**src/rtl/lfsr_seg_display.sv**
```systemverilog
// lfsr_seg_display: Fibonacci LFSR stepped by prescaler or manual pulse, with wrap/period tracking and hex seven-segment readout; LFSR_SEG_LOCKUP_RECOVER_EN turns the all-zero state into a step back to SEED.
module lfsr_seg_display #(
  parameter int WIDTH = 4,
  parameter logic [WIDTH-1:0] TAPS = WIDTH'(4'b0011),
  parameter logic [WIDTH-1:0] SEED = WIDTH'(4'b0001),
  parameter int TICK_DIV = 20000000
) (
  input  logic             clk,
  input  logic             rst_n,
  input  logic             en,
  input  logic             step,
  input  logic             load,
  input  logic [WIDTH-1:0] seed_in,
  output logic [WIDTH-1:0] state,
  output logic             tick,
  output logic             wrap,
  output logic [WIDTH-1:0] period,
  output logic             a,
  output logic             b,
  output logic             c,
  output logic             d,
  output logic             e,
  output logic             f,
  output logic             g
);
  localparam int PW = TICK_DIV > 1 ? $clog2(TICK_DIV) : 1;
  localparam logic [PW-1:0] LAST = PW'(TICK_DIV - 1);
  localparam logic [6:0] HEX [16] = '{
    7'b0000001, 7'b1001111, 7'b0010010, 7'b0000110,
    7'b1001100, 7'b0100100, 7'b0100000, 7'b0001111,
    7'b0000000, 7'b0000100, 7'b0001000, 7'b1100000,
    7'b0110001, 7'b1000010, 7'b0110000, 7'b0111000
  };
  logic [PW-1:0]    pres;
  logic [WIDTH-1:0] ref_seed, cnt, cnt_inc, nxt, state_d;
  logic [6:0]       seg;
  logic             fb, fire, hit;
  assign fb = ^(state & TAPS);
`ifdef LFSR_SEG_LOCKUP_RECOVER_EN
  assign nxt = (state == '0) ? SEED : {fb, state[WIDTH-1:1]};
`else
  assign nxt = {fb, state[WIDTH-1:1]};
`endif
  assign fire    = !load && (en ? pres == LAST : step);
  assign hit     = nxt == ref_seed;
  assign cnt_inc = &cnt ? cnt : cnt + WIDTH'(1);
  assign state_d = load ? seed_in : fire ? nxt : state;
  assign {a, b, c, d, e, f, g} = seg;
  // segments decode the incoming state so they change on the same edge as state
  always_ff @(posedge clk or negedge rst_n) begin
    if (!rst_n) begin
      pres     <= '0;
      state    <= SEED;
      ref_seed <= SEED;
      cnt      <= '0;
      period   <= '0;
      tick     <= 1'b0;
      wrap     <= 1'b0;
      seg      <= HEX[SEED[3:0]];
    end else begin
      pres     <= (load || !en || pres == LAST) ? '0 : pres + PW'(1);
      state    <= state_d;
      seg      <= HEX[state_d[3:0]];
      ref_seed <= load ? seed_in : ref_seed;
      cnt      <= (load || (fire && hit)) ? '0 : fire ? cnt_inc : cnt;
      period   <= (fire && hit) ? cnt_inc : period;
      tick     <= fire;
      wrap     <= fire && hit;
    end
  end
endmodule

```
**config.mk**
```make
export PLATFORM = sky130hd
export DESIGN_NAME = lfsr_seg_display
export DESIGN_NICKNAME = d
export VERILOG_FILES = /design/src/rtl/lfsr_seg_display.sv
export SDC_FILE = /design/constraint.sdc
export NUM_CORES = 1
export LEC_CHECK = 0
export BUFFER_PORTS_ARGS = -buffer_cell sky130_fd_sc_hd__buf_4
export CORE_ASPECT_RATIO = 1.4
export CORE_MARGIN = 2
export CORE_UTILIZATION = 59
export CTS_CLUSTER_DIAMETER = 100
export DETAILED_ROUTE_END_ITERATION = 7
export GPL_TIMING_DRIVEN = 0
export PLACE_DENSITY_LB_ADDON = 0.25
export SLEW_MARGIN = 40
export SYNTH_ARGS = -nofsm -noshare
export SYNTH_HDL_FRONTEND = slang
export SYNTH_SLANG_ARGS = --single-unit
export TNS_END_PERCENT = 1
```
**constraint.sdc**
```tcl
create_clock -name clk -period 3.03 [get_ports clk]
set_input_delay 0.303 -clock clk [delete_from_list [all_inputs] [get_ports clk]]
set_output_delay 0.303 -clock clk [all_outputs]
set_load 0.03 [all_outputs]
```
==> results.md, run 1 <==
- The fraction of the cycle the final worst path needs is 95.7%.
- Yosys printed 0 warnings.
- No sink is reached through more buffers than the 2 on the longest clock path.
- In this run, synthesis produced a sequential element count of 50.
- The biggest fanout along the worst timing path is 8.
- Clock skew on the completed layout was measured at 0.00850 ns.
- The number of instances in the synthesized netlist is 254.
- The post-placement cell area is 2900 sq um.
- The share of the Yosys chip area taken by registers is 47.7%.
- The transition time at the pin with the least slew margin is 0.669 ns.
- The worst slew margin relative to its limit is 55.0%.
- The repair_antennas step left the layout with diodes totalling 0.
- The number of standard-cell rows in the floorplan is 28.
- The proportion of register bits with asynchronous set or reset after synthesis is 100%.
- The first global-routing pass estimated 8.46 mm of wire.
- Once routing completed, OpenROAD measured the worst setup slack at 0.129 ns.
- The layout overhead on the synthesized area is 13.8%.
- Data on the critical path arrives at its endpoint at 3.12 ns.
- The netlist uses 46 different library cells.
- The top cell type by total area after synthesis is sky130_fd_sc_hd__dfrtp_1.
- The count of input and output buffers is 25.
- The floorplan step defined a die boundary enclosing 5030 sq um.
- Measured in cells, the most critical reg-to-reg path has a length of 9.
- The maximum level of the CTS H-tree is 2.
- The starting density of the core is approximately 60%.
- In this run, synthesis inferred 0 flip-flops with an integrated enable.
- In this run the clock root is driven by a sky130_fd_sc_hd__clkbuf_8.
- The net count of the mapped netlist is between 200 and 300.
- The tightest min-delay check is of the in2async type.
- The mapped netlist covers 2640 sq um.
- The die is roughly 61 um wide.
- The hold violation count in the final report was 0.
- Across the VDD grid, the largest voltage drop is 0.000452 V.
- The mean instance size in the synthesized netlist is about 10 sq um.
- The post-route antenna net violation count is 0.
- The die span in y is 83.2 um.
- CTS saw 50 sinks.
- In the layout the commonest cells are sky130_fd_sc_hd__dfrtp_1 (43), sky130_fd_sc_hd__nor2_1 (31), sky130_fd_sc_hd__buf_4 (26), sky130_fd_sc_hd__nand2_1 (18), sky130_fd_sc_hd__xor2_1 (18).
- For this run, the post-layout net count is 303.
- The HPWL after detailed placement is 3.54 mm.
- The number of clock buffers inserted by TritonCTS is 5.
- The final weighted congestion in routability-driven placement is 0.805.
- The final max-slew violation count is 0.
- The count of vias placed by the detailed router is 1,919.
- The total congestion overflow after global routing is 0.
- The nature of the critical path startpoint is a flip-flop.
- The required time reported for the critical path endpoint is 3.25 ns.
- The overall routed net length is 4.81 mm.
- By area the synthesized netlist is led by sky130_fd_sc_hd__dfrtp_1 (41%), sky130_fd_sc_hd__dfstp_2 (7.0%), sky130_fd_sc_hd__xor2_1 (6.0%).
- The count of endpoints failing setup in the final report is 0.
- The via count of the first global-routing pass is about 1.9k.
- After synthesis, the largest area contributor takes up about two fifths of total cell area.
- For this design the static power due to leakage is 1.35 nW.
- STA classifies the critical path endpoint as a flip-flop.
- The clock-pin slew on the worst setup and hold paths is 0.09 ns.
- The number of fillers in the final layout is 339.
- The maximum number of pins on one net before global-route repair is 51.
- The first-iteration detailed-routing DRC count is 64.
- The pre-CTS setup slack is -0.00986 ns.
- For this run, the top clock speed supported by timing is 345 MHz.
- The final standard cell area without fillers is 3000 sq um.
- The area of the core is 4270 sq um.
- The CTS tree is yes.
- At the end of the flow the core is filled with cells to 70.3%.
- The run finished with clean final reports.
- The flip-flop cell with the highest count after synthesis is sky130_fd_sc_hd__dfrtp_1.
- The number of antenna violations at the first check in global routing is 0.
- The accumulated negative setup slack is 0 ns.
- The fraction of layout instances using a drive strength above 1 is 20.6%.
- The time the worst path needs with I/O delays and setup is about 2.9 ns.
- The later pin in the worst-skew pair is clocked with a latency of 0.30 ns.
- The setup path with the least slack is of type reg2reg.
- Dividing the detail-routed via count by the number of cells gives 5.55.
- Buffers inserted to repair hold after CTS numbered 0.
- In the final routed layout, each cell accounts on average for 13.9 um.
- After detailed routing, the number of remaining DRC violations is 0.
- Power spread over the standard cell area amounts to 486 nW/um^2.
- Setup repair after global routing could not meet its margin everywhere.
- The combined global-route utilization of all metal layers is between 20% and 30%.
- The register-to-register setup slack is 0.13 ns.
- The library cell used most frequently in the layout, excluding fill and tap cells, is sky130_fd_sc_hd__dfrtp_1.
- In this run the count of I/O pins placed on the die edge is 26.
- The max-cap violation count is 0.
- The first detailed-routing pass took 4 iterations.
==> where the power goes <==
group          internal, mW  switching [mW]
logic                 0.134           0.211
registers             0.727          0.0293
clock network         0.155           0.205
total                  1.02           0.445
==> critical path, stage by stage, from the launching register on <==
cell and delay [ns]:
sky130_fd_sc_hd__dfrtp_1 0.41, sky130_fd_sc_hd__ha_1 0.22, sky130_fd_sc_hd__nand3_1 0.14, sky130_fd_sc_hd__or2_1 0.25
sky130_fd_sc_hd__buf_2 0.16, sky130_fd_sc_hd__o31ai_4 0.40, sky130_fd_sc_hd__mux2i_2 0.51, sky130_fd_sc_hd__clkinv_2 0.24
sky130_fd_sc_hd__or3_1 0.41, sky130_fd_sc_hd__o211ai_2 0.08
==> final cells by class <==
class	instances	area, sq um	share of cell area, %
plain buffers	8	43.8	1.46
clock buffers	5	68.8	2.29
clock inverters	2	10.0	0.333
inverters	16	61.3	2.04
multi-input cells	180	1300	43.2
flip-flops and latches	50	1260	41.9
well taps	60	75.1	2.50
repair buffers	25	188	6.25
==> Yosys cell counts, types with 2 or more instances <==
cell type                  count
sky130_fd_sc_hd__a21oi_1       2
sky130_fd_sc_hd__and3_1        7
sky130_fd_sc_hd__and4_1        2
sky130_fd_sc_hd__buf_2         2
sky130_fd_sc_hd__clkbuf_1      4
sky130_fd_sc_hd__dfrtp_1      43
sky130_fd_sc_hd__dfstp_2       7
sky130_fd_sc_hd__ha_1          8
sky130_fd_sc_hd__inv_1        15
sky130_fd_sc_hd__mux2_1        5
sky130_fd_sc_hd__mux2_2        2
sky130_fd_sc_hd__mux2i_1      11
sky130_fd_sc_hd__nand2_1      18
sky130_fd_sc_hd__nand3_1      15
sky130_fd_sc_hd__nand4_1       5
sky130_fd_sc_hd__nand4_2       2
sky130_fd_sc_hd__nor2_1       31
sky130_fd_sc_hd__nor3_1        7
sky130_fd_sc_hd__nor4_1        4
sky130_fd_sc_hd__nor4b_1       2
sky130_fd_sc_hd__o21ai_0       8
sky130_fd_sc_hd__o22ai_1       2
sky130_fd_sc_hd__xnor2_1      12
sky130_fd_sc_hd__xor2_1       18
==> per-layer routing <==
layer | track usage [%] | routed length [um] | vias to the layer above | share of wire, %
met3 | 4.67 | 152 | 4 | 3.2
met2 | 36.7 | 2570 | 29 | 53
met5 | 0 | 0 | - | 0
met4 | 4.94 | 38 | 0 | 0.79
met1 | 27.0 | 2050 | 950 | 43
li1 | - | - | 936 | -
==> worst paths after layout <==
path,to,start
min in group clk,ref_seed[1],seed_in[1]
setup / recovery,seg[6],pres[0]
max in group asynchronous,pres[16],rst_n
hold reg to reg,period[1],period[1]
hold / removal,pres[7],rst_n
setup reg to reg,seg[6],pres[0]
==> what timing repair did <==
action | in CTS | in global routing
gates resized for setup | 1 | 2
buffers inserted | 0 | 0
setup endpoints to repair | 1 | 5
pin swaps | 0 | 1
==> logic make-up after synthesis <==
group	Yosys count	share of synthesized area [%]
adder cells (fa/ha/maj)	8	3.79
flip-flops	50	47.7
AND/OR/NAND/NOR	102	20.4
buffers and inverters	24	3.98
XOR/XNOR	30	9.95
multiplexers	19	7.68
AO/OA/AOI/OAI	21	6.45
==> through the flow <==
| step | cells | power (mW) | hold WS [ns] |
|---|---|---|---|
| 2_1_floorplan | 254 | 0.990 | 0.00741 |
| 3_3_place_gp | 339 | 1.10 | 0.357 |
| 3_5_place_dp | 339 | 1.11 | 0.364 |
| 6_report | 346 | 1.46 | 0.00512 |
| 4_1_cts | 346 | 1.48 | 0.0308 |
| 5_1_grt | 346 | 1.54 | 0.0632 |
==> state kept, by name, summed over array words and instances (netlist names) <==
register and cells:
cnt 4, period 4, pres 25, ref_seed 4, seg 7, state 4, tick 1, wrap 1
Note: power is estimated with default switching activity, not from simulation.
==> run 2, diff against run 1 <==
GPL_TIMING_DRIVEN = unset   (was 0)
SLEW_MARGIN = unset   (was 40)
==> run 2 against run 1 <==
- non-clock buffer count is 1 lower
- sequential power about the same
- sequential cell count stayed put
- count of clock-buffer cells in the layout is 2 higher
- highest routed layer unchanged
- critical endpoint is now seg[3]
- maximum frequency grew 4.2%
==> results.md, run 2 (synthesis gave the netlist of run 1 again) <==
- The run finished with clean final reports.
- The CTS tree is yes.
- The transition time at the pin with the least slew margin is 0.636 ns (-0.0334 ns).
- The flip-flop and latch area came to 1260 sq um (unchanged).
- In this run the most used layer during global routing was met2.
- The total congestion overflow after global routing was 0 (unchanged).
- The hold-fix buffer count after cts is 0 (unchanged).
- The clock tree buffer depth is 2 (unchanged).
- The hold violation count in the final report is 0 (unchanged).
- The worst hold path belongs to the class in2async.
- The number of fillers in the final layout is 354 (+4.4%).
- The cell count of the worst reg-to-reg path came to 7 (-2).
- The number of flip-flops under the largest register name is 25 (unchanged).
- The via count of the first global-routing pass is 1,867 (-3.8%).
- The path type of the worst setup path is reg2reg.
- The highest achievable clock rate was 359 MHz (+4.2%).
- The die span in y is 83.2 um (unchanged).
- The count of endpoints failing setup in the final report is 0 (unchanged).
- The critical path startpoint is pres[14].
- The clock-pin slew on the worst setup and hold paths is 0.09 ns (about the same).
- The library cells used most frequently in the layout, excluding fill and tap cells, are sky130_fd_sc_hd__dfrtp_1 (43), sky130_fd_sc_hd__buf_4 (32), sky130_fd_sc_hd__nor2_1 (31), sky130_fd_sc_hd__nand2_1 (18), sky130_fd_sc_hd__xor2_1 (18).
- The number of clock buffers inserted by TritonCTS is 5 (unchanged).
- The width of the chip is 60.5 um (unchanged).
- Setup repair after global routing left no endpoint under its margin.
- The clock root buffer is sky130_fd_sc_hd__clkbuf_8.
- The largest registers in the layout are pres: 25 flops, seg: 7 flops.
- The number of standard cells in the layout, taps in and fillers out is 346 (unchanged).
- The global-route track usage on met3 came to 3.43% (-1.2 points).
- The combined global-route utilization of all metal layers is 21.4% (-0.060 points).
- The area used by multi-input combinational logic came to 1270 sq um (-1.7%).
- The number of primary I/O pins is 26 (unchanged).
- The post-detailed-route via-to-cell ratio is 5.40 (-2.7%).
- Counting flops per register, the top entry is pres.
- The max-cap violation count is 0 (unchanged).
- The wire length per cell is 14.0 um (+0.44%).
- The number of sinks on the clock net is 50 (unchanged).
- The final weighted congestion in routability-driven placement was 0.811 (+0.78%).
- The overall routed net length is 4.83 mm (+0.44%).
- The time the worst path needs with I/O delays and setup is 2.78 ns (-0.117 ns).
- The count of input and output buffers was 25 (unchanged).
- The number of cells in the design after placement is 338 (-0.29%).
- The maximum number of pins on one net before global-route repair is 51 (unchanged).
- The number of resized instances in the post-cts repair step is 0 (-1).
- The post-route antenna net violation count was 0 (unchanged).
- The worst setup path is launched from a flip-flop.
- The HPWL after detailed placement came to 3.50 mm (-0.87%).
- The number of antenna violations at the first check in global routing is 0 (unchanged).
- The global-route track usage on met1 is 26.9% (-0.067 points).
- The clock skew after layout is 0.00744 ns (-0.00106 ns).
- The starting density of the core came to 61.8% (unchanged).
- The first-iteration detailed-routing DRC count was 65 (+1.6%).
- The static leakage is 1.37 nW (+1.3%).
- The final max-slew violation count is 0 (unchanged).
- The power per unit of standard cell area is 497 nW/um^2 (+2.2%).
- The area of the core is 4270 sq um (unchanged).
- The number of post-CTS setup repair buffers was 0 (unchanged).
- The count of TritonRoute iterations in the first routing pass is 4 (unchanged).
- The kind of end point of the critical path is a flip-flop.
- The layout overhead on the synthesized area came to 13.7% (about the same).
- The worst slew margin relative to its limit was 57.2% (+2.2 points).
- The count of vias placed by the detailed router is 1,868 (-2.7%).
- The layout net count was 302 (-0.33%).
- The residual DRC count came to 0 (unchanged).
- The biggest fanout along the worst timing path was 6 (-2).
- The accumulated negative setup slack is 0 ns (unchanged).
- The number of inserted diodes is 0 (unchanged).
- The startpoint of the worst-slack reg-to-reg timing path is pres[14].
- The clock latency reported for the late side of the worst-skew pair was 0.30 ns (about the same).
- The maximum ir drop on the vdd rail is 0.000407 V (-10%).
- The register-to-register setup slack is 0.25 ns (+0.12 ns).
- The end of the worst register-to-register path is seg[3].
- The first-pass GRT wire length is 8.34 mm (-1.4%).
- The area of the die is 5030 sq um (unchanged).
- The critical path ends at seg[3].
- The library cell used most frequently in the layout, excluding fill and tap cells, is sky130_fd_sc_hd__dfrtp_1.
- The maximum level of the CTS H-tree is 2 (unchanged).
- The global routing usage on met2 came to 35.6% (-1.1 points).
- The critical path arrival is 3.01 ns (-0.11 ns).
- The number of standard-cell rows in the floorplan is 28 (unchanged).
- The fraction of the cycle the final worst path needs was 91.9% (-3.8 points).
- The fraction of layout instances using a drive strength above 1 is 20.6% (unchanged).
- The required time reported for the critical path endpoint is 3.26 ns (about the same).
run 2: cell count changes in the layout (fill, tap and decap cells not counted):
cell,delta
sky130_fd_sc_hd__buf_2,-2
sky130_fd_sc_hd__buf_4,+6
sky130_fd_sc_hd__buf_6,-1
sky130_fd_sc_hd__clkbuf_1,-3
sky130_fd_sc_hd__clkbuf_8,+1
sky130_fd_sc_hd__clkinv_2,-1
sky130_fd_sc_hd__mux2i_1,+2
sky130_fd_sc_hd__mux2i_2,-1
sky130_fd_sc_hd__mux2i_4,-1
sky130_fd_sc_hd__nor4_1,+1
sky130_fd_sc_hd__nor4_2,-1
run 2: where the power goes:
group	internal, mW	leakage [nW]	switching (mW)
clock	0.184	0.0482	0.205
combinational	0.136	0.661	0.211
sequential	0.727	0.657	0.0285
run 2: how the worst min path moves through the flow:
stage / end / from / depth (start not counted) / slack [ns]
2_1_floorplan: cnt[0] / rst_n / 0 / 0.007
3_3_place_gp: pres[5] / rst_n / 1 / 0.36
3_5_place_dp: pres[5] / rst_n / 1 / 0.36
4_1_cts: pres[5] / rst_n / 1 / 0.03
5_1_grt: pres[5] / rst_n / 1 / 0.07
6_report: pres[5] / rst_n / 1 / 0.02
run 2: through the flow:
stage / setup WS (ns) / power, mW / hold WS [ns] / cell area, sq um / utilization, %
floorplan: 0.431 / 0.990 / 0.00741 / 2640 / -
global placement: 0.382 / 1.11 / 0.359 / 2910 / 68.1
detailed placement: 0.268 / 1.12 / 0.359 / 2910 / 68.1
CTS: 0.238 / 1.51 / 0.0342 / 3000 / 70.3
global route: 0.0934 / 1.56 / 0.0679 / 3000 / 70.3
finish: 0.246 / 1.49 / 0.0170 / 3000 / 70.3
run 2: layout make-up:
cell class | count | area share, %
Clock buffer | 7 | 2.88
Sequential cell | 50 | 42.0
Clock inverter | 1 | 0.167
Timing Repair Buffer | 32 | 8.00
Multi-Input combinational cell | 180 | 42.5
Inverter | 16 | 2.04
Tap cell | 60 | 2.50
run 2: critical path: stages, from the launching register on:
cell and delay, ns:
sky130_fd_sc_hd__dfrtp_1 0.44, sky130_fd_sc_hd__nor4b_1 0.39, sky130_fd_sc_hd__nand4b_1 0.23, sky130_fd_sc_hd__o31ai_4 0.40
sky130_fd_sc_hd__mux2i_1 0.48, sky130_fd_sc_hd__ha_1 0.34, sky130_fd_sc_hd__mux2_1 0.30, sky130_fd_sc_hd__mux2i_1 0.14
run 2: routing by layer:
metal,up-vias,wire (um)
met5,-,0
met4,0,74
met3,5,115
met2,20,2470
met1,912,2170
li1,931,-
==> run 3, diff against run 2 <==
--- a/config.mk
+++ b/config.mk
@@ -13,3 +13,3 @@
 export DETAILED_ROUTE_END_ITERATION = 7
-export PLACE_DENSITY_LB_ADDON = 0.25
+export PLACE_DENSITY = 0.83
 export SYNTH_ARGS = -nofsm -noshare
--- a/constraint.sdc
+++ b/constraint.sdc
@@ -3,2 +3,2 @@
 set_output_delay 0.303 -clock clk [all_outputs]
-set_load 0.03 [all_outputs]
+set_load 0.05 [all_outputs]
==> run 3 against run 2 <==
- count of clock-buffer cells in the layout up 1
- utilization shrank 0.53 points
- first-iteration DRC count grew 17%
- sequential share of layout area rose by 0.32 points
- global-route usage is 0.62 points higher
- die area is the same
- critical path type unchanged
- largest power group unchanged
- setup slack better by 0.069 ns
- highest routed layer unchanged
- cell area decreased by 0.75%
==> results.md, run 3 (synthesis gave the netlist of run 1 again) <==
- The cell count of the worst reg-to-reg path came to 8 (+1).
- The worst slew margin relative to its limit was 54.6% (-2.6 points).
- The clock tree buffer depth is 2 (unchanged).
- The cell that appears most often on the critical path is sky130_fd_sc_hd__ha_1.
- The wire length per cell is 14.0 um (+0.33%).
- The detailed route wirelength on metal2 is 2.48 mm (+0.36%).
- The met3 layer wire length in the routed design was 84 um (-27%).
- The count of endpoints failing setup in the final report is 0 (unchanged).
- The highest routing layer actually used is met4.
- The slowest stage of the critical path belongs to the cell sky130_fd_sc_hd__mux2i_2.
- The power per unit of standard cell area was 514 nW/um^2 (+3.5%).
- The count of input and output buffers is 25 (unchanged).
- The HPWL after detailed placement was 3.52 mm (+0.39%).
- The area of the core is 4270 sq um (unchanged).
- The transition time at the pin with the least slew margin came to 0.674 ns (+0.0385 ns).
- The number of standard-cell rows in the floorplan was 28 (unchanged).
- The maximum level of the CTS H-tree is 2 (unchanged).
- The number of cells in the design after placement was 336 (-0.59%).
- The flow ran to the end, and the final reports show no timing, DRC or antenna violations.
- The layout net count is 300 (-0.66%).
- The number of flip-flops under the largest register name is 25 (unchanged).
- The post-route antenna net violation count is 0 (unchanged).
- The time the worst path needs with I/O delays and setup came to 2.72 ns (-0.0692 ns).
- The hold-fix buffer count after cts is 0 (unchanged).
- The maximum ir drop on the vdd rail is 0.000488 V (+20%).
- The CTS tree is yes.
- The final weighted congestion in routability-driven placement is 0.872 (+7.5%).
- The fraction of the cycle the final worst path needs is 89.6% (-2.3 points).
- The clock-pin slew on the worst setup and hold paths is 0.09 ns (about the same).
- The fraction of layout instances using a drive strength above 1 came to 19.7% (-0.91 points).
- In this run the critical register-to-register path is captured at seg[3].
- The clock skew after layout was 0.0106 ns (+0.00315 ns).
- The cell sitting at the root of the clock tree is a sky130_fd_sc_hd__clkbuf_8.
- Leaving out fill and tap cells, the most frequent cells in the layout are sky130_fd_sc_hd__dfrtp_1 (43), sky130_fd_sc_hd__nor2_1 (31), sky130_fd_sc_hd__buf_4 (30), sky130_fd_sc_hd__nand2_1 (18), sky130_fd_sc_hd__xor2_1 (18).
- The nature of the critical path startpoint is a flip-flop.
- The maximum number of pins on one net before global-route repair is 51 (unchanged).
- The length of routed wiring on met1 is 2.16 mm (-0.46%).
- The required time reported for the critical path endpoint came to 3.26 ns (about the same).
- The biggest fanout along the worst timing path is 6 (unchanged).
- The category of cells accounting for the largest share of critical-path delay is multiplexers.
- The smallest setup slack after layout is 0.315 ns (+0.0692 ns).
- The first-iteration detailed-routing DRC count is 76 (+17%).
- The via count of the first global-routing pass is 1,856 (-0.59%).
- The critical path startpoint is pres[0].
- The number of buffer and inverter stages on the critical path is 0 (unchanged).
- Setup repair after global routing left no endpoint under its margin.
- The largest registers in the layout are pres: 25 flops, seg: 7 flops.
- The library cell used most frequently in the layout, excluding fill and tap cells, is sky130_fd_sc_hd__dfrtp_1.
- The critical path arrival is 2.94 ns (-0.07 ns).
- The register name with the most flops is pres.
- The hold violation count in the final report was 0 (unchanged).
- The overall routed net length is 4.82 mm (-0.25%).
- The number of inserted diodes is 0 (unchanged).
- The highest achievable clock rate was 368 MHz (+2.5%).
- The min-delay analysis places its worst path in the category in2async.
- The static leakage is 1.35 nW (-1.5%).
- The starting density of the core is 61.8% (unchanged).
- The total congestion overflow after global routing is 0 (unchanged).
- The number of antenna violations at the first check in global routing is 0 (unchanged).
- The number of standard cells in the layout, taps in and fillers out is 344 (-0.58%).
- The first-pass GRT wire length came to 8.51 mm (+2.0%).
- The critical path goes through ha_1 > nand3_1 > or2_1 > o31ai_4 > mux2i_2 > ha_1 > mux2_1 > mux2i_1.
- STA classifies the critical path endpoint as a flip-flop.
- The width of the chip came to 60.5 um (unchanged).
- The post-detailed-route via-to-cell ratio is 5.35 (-0.93%).
- The max-cap violation count is 0 (unchanged).
- The critical path's largest stage delay is 0.44 ns (-0.04 ns).
- The register-to-register setup slack is 0.31 ns (+0.07 ns).
- The combined global-route utilization of all metal layers is 22.0% (+0.62 points).
- The accumulated negative setup slack came to 0 ns (unchanged).
- The path type of the worst setup path is reg2reg.
- The number of sinks on the clock net is 50 (unchanged).
- The count of TritonRoute iterations in the first routing pass was 4 (unchanged).
- The die span in y is 83.2 um (unchanged).
- The number of clock buffers inserted by TritonCTS is 5 (unchanged).
- The clock latency reported for the late side of the worst-skew pair is 0.30 ns (about the same).
- The count of vias placed by the detailed router is 1,840 (-1.5%).
- The final max-slew violation count is 0 (unchanged).
- The area of the die is 5030 sq um (unchanged).
- From synthesis to final layout, the design area changed by 12.9%.
- The pre-CTS setup slack is 0.213 ns (-0.0551 ns).
- The number of primary I/O pins came to 26 (unchanged).
- The startpoint of the worst-slack reg-to-reg timing path is pres[0].
- The residual DRC count is 0 (unchanged).
==> run 3: layer usage <==
layer	vias up	track usage, %
li1	927	-
met1	881	28.9
met2	25	35.5
met3	7	2.80
met4	0	9.68
met5	-	0
==> run 3: metrics by stage <==
step	utilization (%)	cell area [sq um]	total power, mW	hold slack [ns]
after floorplan	-	2640	1.05	0.00741
after global placement	67.8	2900	1.17	0.353
after detailed placement	67.8	2900	1.18	0.357
after CTS	69.6	2980	1.54	0.0271
after global routing	69.7	2980	1.62	0.0502
final	69.7	2980	1.53	0.00392
==> run 3: power breakdown <==
part,switching (mW),internal (mW)
Clock,0.202,0.164
Combinational,0.276,0.136
Sequential,0.0276,0.727
Total,0.506,1.03
==> run 3: worst max path at each step <==
stage | end | slack, ns | depth (start not counted)
CTS | seg[3] | 0.20 | 8
global route | seg[3] | 0.12 | 8
finish | seg[3] | 0.31 | 8
detailed placement | seg[3] | 0.21 | 8
floorplan | seg[3] | 0.43 | 9
global placement | seg[3] | 0.39 | 8
==> run 3: cell type report <==
type                       instances  area (sq um)
multi-input combinational        180          1280
fill                             329          1290
inverter                          16          61.3
clock buffer                       8          80.1
tap                               60          75.1
sequential                        50          1260
timing repair buffer              30           225
==> run 3: worst register-to-register path, stage by stage (launching register included) <==
cell and delay, ns:
sky130_fd_sc_hd__dfrtp_1 0.39, sky130_fd_sc_hd__ha_1 0.21, sky130_fd_sc_hd__nand3_1 0.13, sky130_fd_sc_hd__or2_1 0.34, sky130_fd_sc_hd__o31ai_4 0.37, sky130_fd_sc_hd__mux2i_2 0.44
sky130_fd_sc_hd__ha_1 0.33, sky130_fd_sc_hd__mux2_1 0.30, sky130_fd_sc_hd__mux2i_1 0.14
==> run 3: repair_timing <==
action                     CTS  global route
buffers inserted             0             0
hold endpoints to repair     0             0
setup endpoints to repair    0             2
resized for setup            0             1
